===== config.mk =====
export PLATFORM = sky130hd
export DESIGN_NAME = text_pixel_pipe_flat
export DESIGN_NICKNAME = d
export VERILOG_FILES = /design/src/rtl/text_pkg.sv /design/src/rtl/text_pixel_pipe_if.sv /design/src/rtl/cursor_blink.sv /design/src/rtl/text_pixel_pipe.sv /design/src/flat_wrapper.sv
export SDC_FILE = /design/constraint.sdc
export NUM_CORES = 1
export LEC_CHECK = 0
export BUFFER_PORTS_ARGS = -buffer_cell sky130_fd_sc_hd__clkbuf_2
export CORE_MARGIN = 4
export CORE_UTILIZATION = 57
export CTS_BUF_LIST = sky130_fd_sc_hd__clkbuf_8
export CTS_CLUSTER_DIAMETER = 200
export DETAILED_ROUTE_END_ITERATION = 7
export GPL_TIMING_DRIVEN = 0
export HOLD_SLACK_MARGIN = 0.03
export PLACE_DENSITY = 0.87
export SLEW_MARGIN = 15
export SYNTH_ARGS = -nofsm -noshare
export SYNTH_HDL_FRONTEND = slang
export SYNTH_SLANG_ARGS = --single-unit

===== constraint.sdc =====
create_clock -name clk -period 5 [get_ports clk]
set_input_delay 1 -clock clk [delete_from_list [all_inputs] [get_ports clk]]
set_output_delay 1 -clock clk [all_outputs]
set_load 0.01 [all_outputs]

===== src/rtl/text_pkg.sv =====
// Shared constants and stage bundles for the text-mode pixel pipeline.
// 640x480 active area, 80x30 cells of 8x16 glyphs, 12-bit RGB output.
package text_pkg;

    localparam int CHAR_W       = 8;
    localparam int CHAR_H       = 16;
    localparam int TEXT_ADDR_W  = 12;
    localparam int FONT_ADDR_W  = 11;
    localparam int RGB_W        = 12;
    localparam int BLINK_FRAMES = 32;
    localparam int BLINK_W      = $clog2(BLINK_FRAMES);

    localparam logic [9:0] H_ACTIVE = 10'd640;
    localparam logic [8:0] V_ACTIVE = 9'd480;
    localparam logic [6:0] COLS     = 7'd80;
    localparam logic [4:0] ROWS     = 5'd30;

    localparam logic [3:0] CURSOR_FIRST_LINE = 4'd14;

    localparam logic [BLINK_W-1:0] BLINK_LAST =
        BLINK_W'(BLINK_FRAMES - 1);

    typedef logic [RGB_W-1:0] rgb_t;

    localparam rgb_t FG_RGB = 12'hFFF;
    localparam rgb_t BG_RGB = 12'h000;

    // Sideband carried from the position stage to the glyph fetch.
    typedef struct packed {
        logic [2:0] dot_lo;
        logic [3:0] scan_lo;
        logic       in_range;
        logic       frame;
        logic       cur;
    } st1_t;

    // Sideband carried from the glyph fetch to the pixel stage.
    typedef struct packed {
        logic [2:0] dot_lo;
        logic       in_range;
        logic       frame;
        logic       cur;
        logic       inv;
    } st2_t;

    // row*80+col as two shifts and adds.
    function automatic logic [TEXT_ADDR_W-1:0] cell_addr(
        input logic [6:0] col,
        input logic [4:0] row
    );
        logic [TEXT_ADDR_W-1:0] r;
        r = {7'd0, row};
        return (r << 6) + (r << 4) + {5'd0, col};
    endfunction

endpackage


===== src/rtl/text_pixel_pipe_if.sv =====
// Read bus to the external text RAM and font ROM.
// master: pipeline (drives addresses); slave: memories (drive data).
interface text_pixel_pipe_if;
    import text_pkg::*;

    logic [TEXT_ADDR_W-1:0] text_addr;
    logic [7:0]             text_data;
    logic [FONT_ADDR_W-1:0] font_addr;
    logic [7:0]             font_data;

    modport master (
        output text_addr,
        output font_addr,
        input  text_data,
        input  font_data
    );

    modport slave (
        input  text_addr,
        input  font_addr,
        output text_data,
        output font_data
    );

endinterface


===== src/rtl/cursor_blink.sv =====
// Cursor cell register with range-checked writes, plus the frame blink timer.
// Ports: clk, rst_n, frame, wr_en/wr_col/wr_row in; cur_col/cur_row/blink_vis out.
module cursor_blink
    import text_pkg::*;
(
    input  logic       clk,
    input  logic       rst_n,
    input  logic       frame,
    input  logic       wr_en,
    input  logic [6:0] wr_col,
    input  logic [4:0] wr_row,
    output logic [6:0] cur_col,
    output logic [4:0] cur_row,
    output logic       blink_vis
);

    logic [BLINK_W-1:0] cnt;
    logic               phase;
    logic               wrap;
    logic               wr_ok;

    assign wrap  = frame && (cnt == BLINK_LAST);
    assign wr_ok = wr_en && (wr_col < COLS) && (wr_row < ROWS);

    always_ff @(posedge clk or negedge rst_n) begin
        if (!rst_n) begin
            cur_col <= '0;
            cur_row <= '0;
            cnt     <= '0;
            phase   <= 1'b1;
        end else begin
            if (wr_ok) begin
                cur_col <= wr_col;
                cur_row <= wr_row;
            end
            if (wrap) begin
                cnt   <= '0;
                phase <= ~phase;
            end else if (frame) begin
                cnt <= cnt + BLINK_W'(1);
            end
        end
    end

    // The sample carrying the frame flag already sees the new phase, so
    // a toggle lands exactly on pixel (0,0) and never mid-frame.
    assign blink_vis = wrap ? ~phase : phase;

endmodule


===== src/rtl/text_pixel_pipe.sv =====
// Text-mode pixel generator: position -> text RAM -> font ROM -> RGB, 5-cycle latency.
// Ports: clk, rst_n, dot/scanline counters, cursor controls, mem bus, pixel_rgb/valid, frame_start.
module text_pixel_pipe
    import text_pkg::*;
(
    input  logic       clk,
    input  logic       rst_n,
    input  logic [9:0] dot_counter,
    input  logic [8:0] scanline_counter,
    input  logic       cursor_we,
    input  logic [6:0] cursor_col,
    input  logic [4:0] cursor_row,
    input  logic       cursor_en,
    text_pixel_pipe_if.master mem,
    output rgb_t       pixel_rgb,
    output logic       pixel_valid,
    output logic       frame_start
);

    logic [6:0] col;
    logic [4:0] row;
    logic       in_range;
    logic       frame;
    logic [6:0] cur_col;
    logic [4:0] cur_row;
    logic       blink_vis;
    logic       pix_on;

    st1_t s1_d, s1, s1d;
    st2_t s2_d, s2, s2d;

    assign col      = dot_counter[9:3];
    assign row      = scanline_counter[8:4];
    assign in_range = (dot_counter < H_ACTIVE) &&
                      (scanline_counter < V_ACTIVE);
    assign frame    = (dot_counter == '0) && (scanline_counter == '0);

    cursor_blink u_cursor (
        .clk       (clk),
        .rst_n     (rst_n),
        .frame     (frame),
        .wr_en     (cursor_we),
        .wr_col    (cursor_col),
        .wr_row    (cursor_row),
        .cur_col   (cur_col),
        .cur_row   (cur_row),
        .blink_vis (blink_vis)
    );

    always_comb begin
        s1_d          = '0;
        s1_d.dot_lo   = dot_counter[2:0];
        s1_d.scan_lo  = scanline_counter[3:0];
        s1_d.in_range = in_range;
        s1_d.frame    = frame;
        s1_d.cur      = (col == cur_col) && (row == cur_row) &&
                        (scanline_counter[3:0] >= CURSOR_FIRST_LINE) &&
                        blink_vis;
    end

    always_comb begin
        s2_d          = '0;
        s2_d.dot_lo   = s1d.dot_lo;
        s2_d.in_range = s1d.in_range;
        s2_d.frame    = s1d.frame;
        s2_d.cur      = s1d.cur;
        s2_d.inv      = mem.text_data[7];
    end

    // Bit 7 of the glyph row is the leftmost dot, hence the inverted index.
    assign pix_on = mem.font_data[~s2d.dot_lo] ^ s2d.inv ^
                    (s2d.cur & cursor_en);

    always_ff @(posedge clk or negedge rst_n) begin
        if (!rst_n) begin
            mem.text_addr <= '0;
            mem.font_addr <= '0;
            s1            <= '0;
            s1d           <= '0;
            s2            <= '0;
            s2d           <= '0;
            pixel_rgb     <= BG_RGB;
            pixel_valid   <= 1'b0;
            frame_start   <= 1'b0;
        end else begin
            mem.text_addr <= in_range ? cell_addr(col, row) : '0;
            s1            <= s1_d;
            s1d           <= s1;
            mem.font_addr <= {mem.text_data[6:0], s1d.scan_lo};
            s2            <= s2_d;
            s2d           <= s2;
            pixel_rgb     <= (s2d.in_range && pix_on) ? FG_RGB : BG_RGB;
            pixel_valid   <= s2d.in_range;
            frame_start   <= s2d.frame;
        end
    end

endmodule


===== src/flat_wrapper.sv =====
// flat-port wrapper written by rule: the top's interface ports become plain ports
module text_pixel_pipe_flat import text_pkg::*;
  (clk, rst_n, dot_counter, scanline_counter, cursor_we, cursor_col, cursor_row, cursor_en, pixel_rgb, pixel_valid, frame_start, mem_text_addr, mem_font_addr, mem_text_data, mem_font_data);
  text_pixel_pipe_if mem_i ();
  input  logic clk;
  input  logic rst_n;
  input  logic [9:0] dot_counter;
  input  logic [8:0] scanline_counter;
  input  logic cursor_we;
  input  logic [6:0] cursor_col;
  input  logic [4:0] cursor_row;
  input  logic cursor_en;
  output rgb_t pixel_rgb;
  output logic pixel_valid;
  output logic frame_start;
  output wire logic [$bits(mem_i.text_addr)-1:0] mem_text_addr;
  output wire logic [$bits(mem_i.font_addr)-1:0] mem_font_addr;
  input wire logic [$bits(mem_i.text_data)-1:0] mem_text_data;
  input wire logic [$bits(mem_i.font_data)-1:0] mem_font_data;
  assign mem_text_addr = mem_i.text_addr;
  assign mem_font_addr = mem_i.font_addr;
  assign mem_i.text_data = mem_text_data;
  assign mem_i.font_data = mem_font_data;
  text_pixel_pipe u_core (.clk(clk), .rst_n(rst_n), .dot_counter(dot_counter), .scanline_counter(scanline_counter), .cursor_we(cursor_we), .cursor_col(cursor_col), .cursor_row(cursor_row), .cursor_en(cursor_en), .mem(mem_i), .pixel_rgb(pixel_rgb), .pixel_valid(pixel_valid), .frame_start(frame_start));
endmodule

==> run_summary.xml <==
<?xml version="1.0" encoding="UTF-8"?>
<metrics>
  <group name="critical_path">
    <metric name="timing.critical_path.arrival" unit="ps">2940</metric>
    <metric name="path_class" unit="">input pin to register</metric>
    <metric name="worst-endpoint-required" unit="ps">5270</metric>
    <metric name="crit_path_end_kind" unit="">register</metric>
    <metric name="worst-r2r-setup-slack" unit="ps">2850</metric>
    <metric name="worstSetupStartpointType" unit="">input pin</metric>
    <metric name="critical_path_peak_fanout" unit="">4</metric>
  </group>
  <group name="synthesis">
    <metric name="yosys.cell_types.count" unit="">41</metric>
    <metric name="synth_top_flop_cell" unit="">dfrtp_1</metric>
    <metric name="postSynthCellCount" unit="">213</metric>
    <metric name="yosys.area.top_type" unit="">dfrtp_1</metric>
    <metric name="cell_area_after_synthesis" unit="sq um">3000</metric>
    <metric name="ys.warnings.count" unit="">0</metric>
    <metric name="synth.area.top_cells" unit="">dfrtp_1 (64%), ha_1 (4.6%), mux2_1 (4.1%), xnor2_1 (2.9%), buf_4 (2.8%)</metric>
    <metric name="synth_async_sr_flop_share" unit="%">100</metric>
    <metric name="post-synth-top-area-fraction" unit="%">64.2</metric>
    <metric name="synth-edff-count" unit="">0</metric>
    <metric name="ys_seq_area_share" unit="%">65.1</metric>
    <metric name="synth.ff_latch_count" unit="">78</metric>
    <metric name="synth.avg_cell_area" unit="sq um">14.1</metric>
    <metric name="syn-num-nets" unit="">277</metric>
  </group>
  <group name="layout">
    <metric name="layout-area-overhead-vs-synth" unit="%">24.5</metric>
    <metric name="layout-drive-gt1-share" unit="%">39.1</metric>
    <metric name="num_antenna_cells" unit="">0</metric>
    <metric name="final_net_count" unit="">376</metric>
  </group>
  <group name="global_routing">
    <metric name="gr-total-overflow" unit="">0</metric>
    <metric name="grt_first_pass_wirelength" unit="microns">8360</metric>
    <metric name="grt_max_degree" unit="">45</metric>
    <metric name="track_usage" unit="%">17.4</metric>
    <metric name="antenna_found_initial" unit="">0</metric>
    <metric name="grt_pass1_vias" unit="">1879</metric>
  </group>
  <group name="clock_tree">
    <metric name="cts.hold.buffers_added" unit="">0</metric>
    <metric name="insertion_delay" unit="ps">350</metric>
    <metric name="cts_tree" unit="">done</metric>
    <metric name="cts_root_buf" unit="">clkbuf_8</metric>
    <metric name="clock_pin_slew_on_the_worst_setup_and_hold_paths" unit="ps">90</metric>
    <metric name="tritoncts_num_sinks" unit="">78</metric>
    <metric name="clock_tree.htree_level_count" unit="">3</metric>
    <metric name="cts-buffers-inserted" unit="">9</metric>
    <metric name="clock_path_buffers" unit="">2</metric>
    <metric name="post_cts_resized" unit="">0</metric>
    <metric name="post-cts-setup-buffers" unit="">0</metric>
  </group>
  <group name="floorplanning">
    <metric name="ios" unit="">88</metric>
    <metric name="fp.coreArea" unit="sq um">5110</metric>
    <metric name="die_area" unit="sq um">6490</metric>
    <metric name="die_y" unit="microns">80.5</metric>
    <metric name="initial_utilization" unit="%">58.7</metric>
    <metric name="die_width" unit="microns">80.5</metric>
    <metric name="rows" unit="">26</metric>
  </group>
  <group name="hold_path">
    <metric name="timing.hold.worst.class" unit="">register to register</metric>
  </group>
  <group name="placed_design">
    <metric name="dp_worst_setup_slack" unit="ps">1970</metric>
    <metric name="portBuffers" unit="">87</metric>
    <metric name="routabilityCongestion" unit="">0.805</metric>
    <metric name="hpwl_reported_at_the_end_of_detailed_placement" unit="microns">4160</metric>
  </group>
  <group name="timing">
    <metric name="slew_headroom" unit="%">63.4</metric>
    <metric name="setup_repair_after_global_routing_missed_its_margin" unit="">false</metric>
    <metric name="slack_of_the_critical_path" unit="ps">2330</metric>
    <metric name="worst-slew-pin-transition" unit="ps">549</metric>
    <metric name="slew_violations" unit="">0</metric>
    <metric name="setup-tns-final" unit="ps">0</metric>
    <metric name="clock_skew" unit="ps">7.83</metric>
    <metric name="timing.final.setup_violations" unit="">0</metric>
    <metric name="period_needed" unit="ps">2670</metric>
    <metric name="fmax" unit="MHz">374</metric>
    <metric name="min_period_over_period" unit="%">53.4</metric>
    <metric name="report.final.hold_viol_count" unit="">0</metric>
  </group>
  <group name="route">
    <metric name="drtIter0Drc" unit="">60</metric>
    <metric name="routed_via_density" unit="">5.07</metric>
    <metric name="post_detailed_route_drc_marker_count" unit="">0</metric>
    <metric name="route.detailed.wl_per_inst" unit="microns">13.8</metric>
    <metric name="ant_nets" unit="">0</metric>
    <metric name="via_count" unit="">1962</metric>
    <metric name="wirelength" unit="microns">5340</metric>
    <metric name="drt_pre_antenna_iters" unit="">4</metric>
  </group>
  <group name="pwr">
    <metric name="vdd_drop_max" unit="V">0.000202</metric>
    <metric name="total_power" unit="mW">1.32</metric>
    <metric name="leakagePower" unit="nW">1.90</metric>
    <metric name="cellPowerDensity" unit="nW/um^2">353</metric>
  </group>
  <group name="outcome">
    <metric name="status" unit="">finished, final reports clean</metric>
  </group>
  <group name="flow_run">
    <metric name="cap_violations" unit="">0</metric>
  </group>
</metrics>
[cells in the final DEF (no fill, tap or decap), drive strengths merged, types with 7 or more instances in the layout]
cell type | Yosys | final
xnor2 | 10 | 10
nand2 | 11 | 11
inv | 10 | 14
ha | 11 | 11
and3 | 7 | 7
clkbuf | 2 | 98
buf | 11 | 12
dfrtp | 77 | 77
mux2 | 11 | 11
o21ai | 8 | 8
[sequential cells by signal, indices dropped and copies added, names as in the netlist]
signal	cells
u_core.pixel_rgb	1
u_core.s2d	7
u_core.mem.font_addr	11
u_core.pixel_valid	1
u_core.u_cursor.cnt	5
u_core.mem.text_addr	12
u_core.s1	10
u_core.u_cursor.cur_col	7
u_core.u_cursor.phase	1
u_core.frame_start	1
u_core.u_cursor.cur_row	5
u_core.s1d	10
u_core.s2	7
[area by class of cell]
type	count	area [sq um]
repair buffers	88	458
clock inverters	7	65.1
fillers	352	1370
clock buffers	9	124
multi-input cells	112	918
plain buffers	13	90.1
flip-flops and latches	78	1950
well taps	70	87.6
inverters	10	37.5
[cells in the mapped netlist (3+ instances only)]
library cell,count
and3_1,7
buf_4,11
dfrtp_1,77
ha_1,11
inv_1,8
mux2_1,11
nand2_1,11
nand4_1,5
nor2_1,3
nor3_1,6
nor4_1,5
o21ai_1,7
xnor2_1,10
xor2_1,4
[worst max-delay path, stage by stage]
cell and delay, ps:
clkbuf_2 140, inv_1 70, fa_1 590, inv_1 60
ha_1 300, a211oi_1 270, o21bai_1 130, a21oi_1 180
mux2i_1 200
[per-layer routing]
metal  vias up  track usage (%)  wire length, microns
li1        929                -                     -
met1       935             20.3                  2150
met2        83             28.6                  2470
met3        15             5.04                   589
met4         0             10.1                   130
met5         -                0                     0
[worst paths after layout]
path | from | endpoint | depth (start not counted)
worst min register to register | u_core.s1[7] | u_core.s1d[7] | 0
worst min-delay path | u_core.s1[7] | u_core.s1d[7] | 0
max in group asynchronous | rst_n | u_core.u_cursor.phase | 2
worst max-delay path | dot_counter[9] | u_core.mem.text_addr[10] | 9
min in group asynchronous | rst_n | u_core.s2d[2] | 1
worst max register to register | u_core.u_cursor.cnt[0] | u_core.s1[0] | 6
[logic make-up (layout without fill, tap and decap cells)]
logic type      count (synthesis)  count (layout)  share of synthesized area [%]
flops                          78              78                           65.1
simple gates                   47              47                           8.80
compound gates                 23              23                           5.51
buf+inv                        23             127                           4.26
mux                            15              15                           6.30
xor+xnor                       14              14                           4.09
fa+ha+maj                      13              13                           5.92
[where the power goes]
group | leakage, nW | internal (mW) | total (mW) | switching (mW)
clock network | 0.0943 | 0.192 | 0.433 | 0.241
logic | 0.857 | 0.0963 | 0.189 | 0.0931
registers | 0.949 | 0.674 | 0.696 | 0.0220
total | 1.90 | 0.962 | 1.32 | 0.356
[per-stage QoR]
| stage | cells | instance area, sq um | util (%) | hold slack, ps |
|---|---|---|---|---|
| after floorplan | 213 | 3000 | - | 331 |
| after global placement | 370 | 3520 | 69.0 | 332 |
| after detailed placement | 371 | 3540 | 69.4 | 335 |
| after CTS | 387 | 3730 | 73.1 | 348 |
| after global routing | 387 | 3730 | 73.1 | 345 |
| final | 387 | 3730 | 73.1 | 350 |
Note: power is estimated with default switching activity, not from simulation.
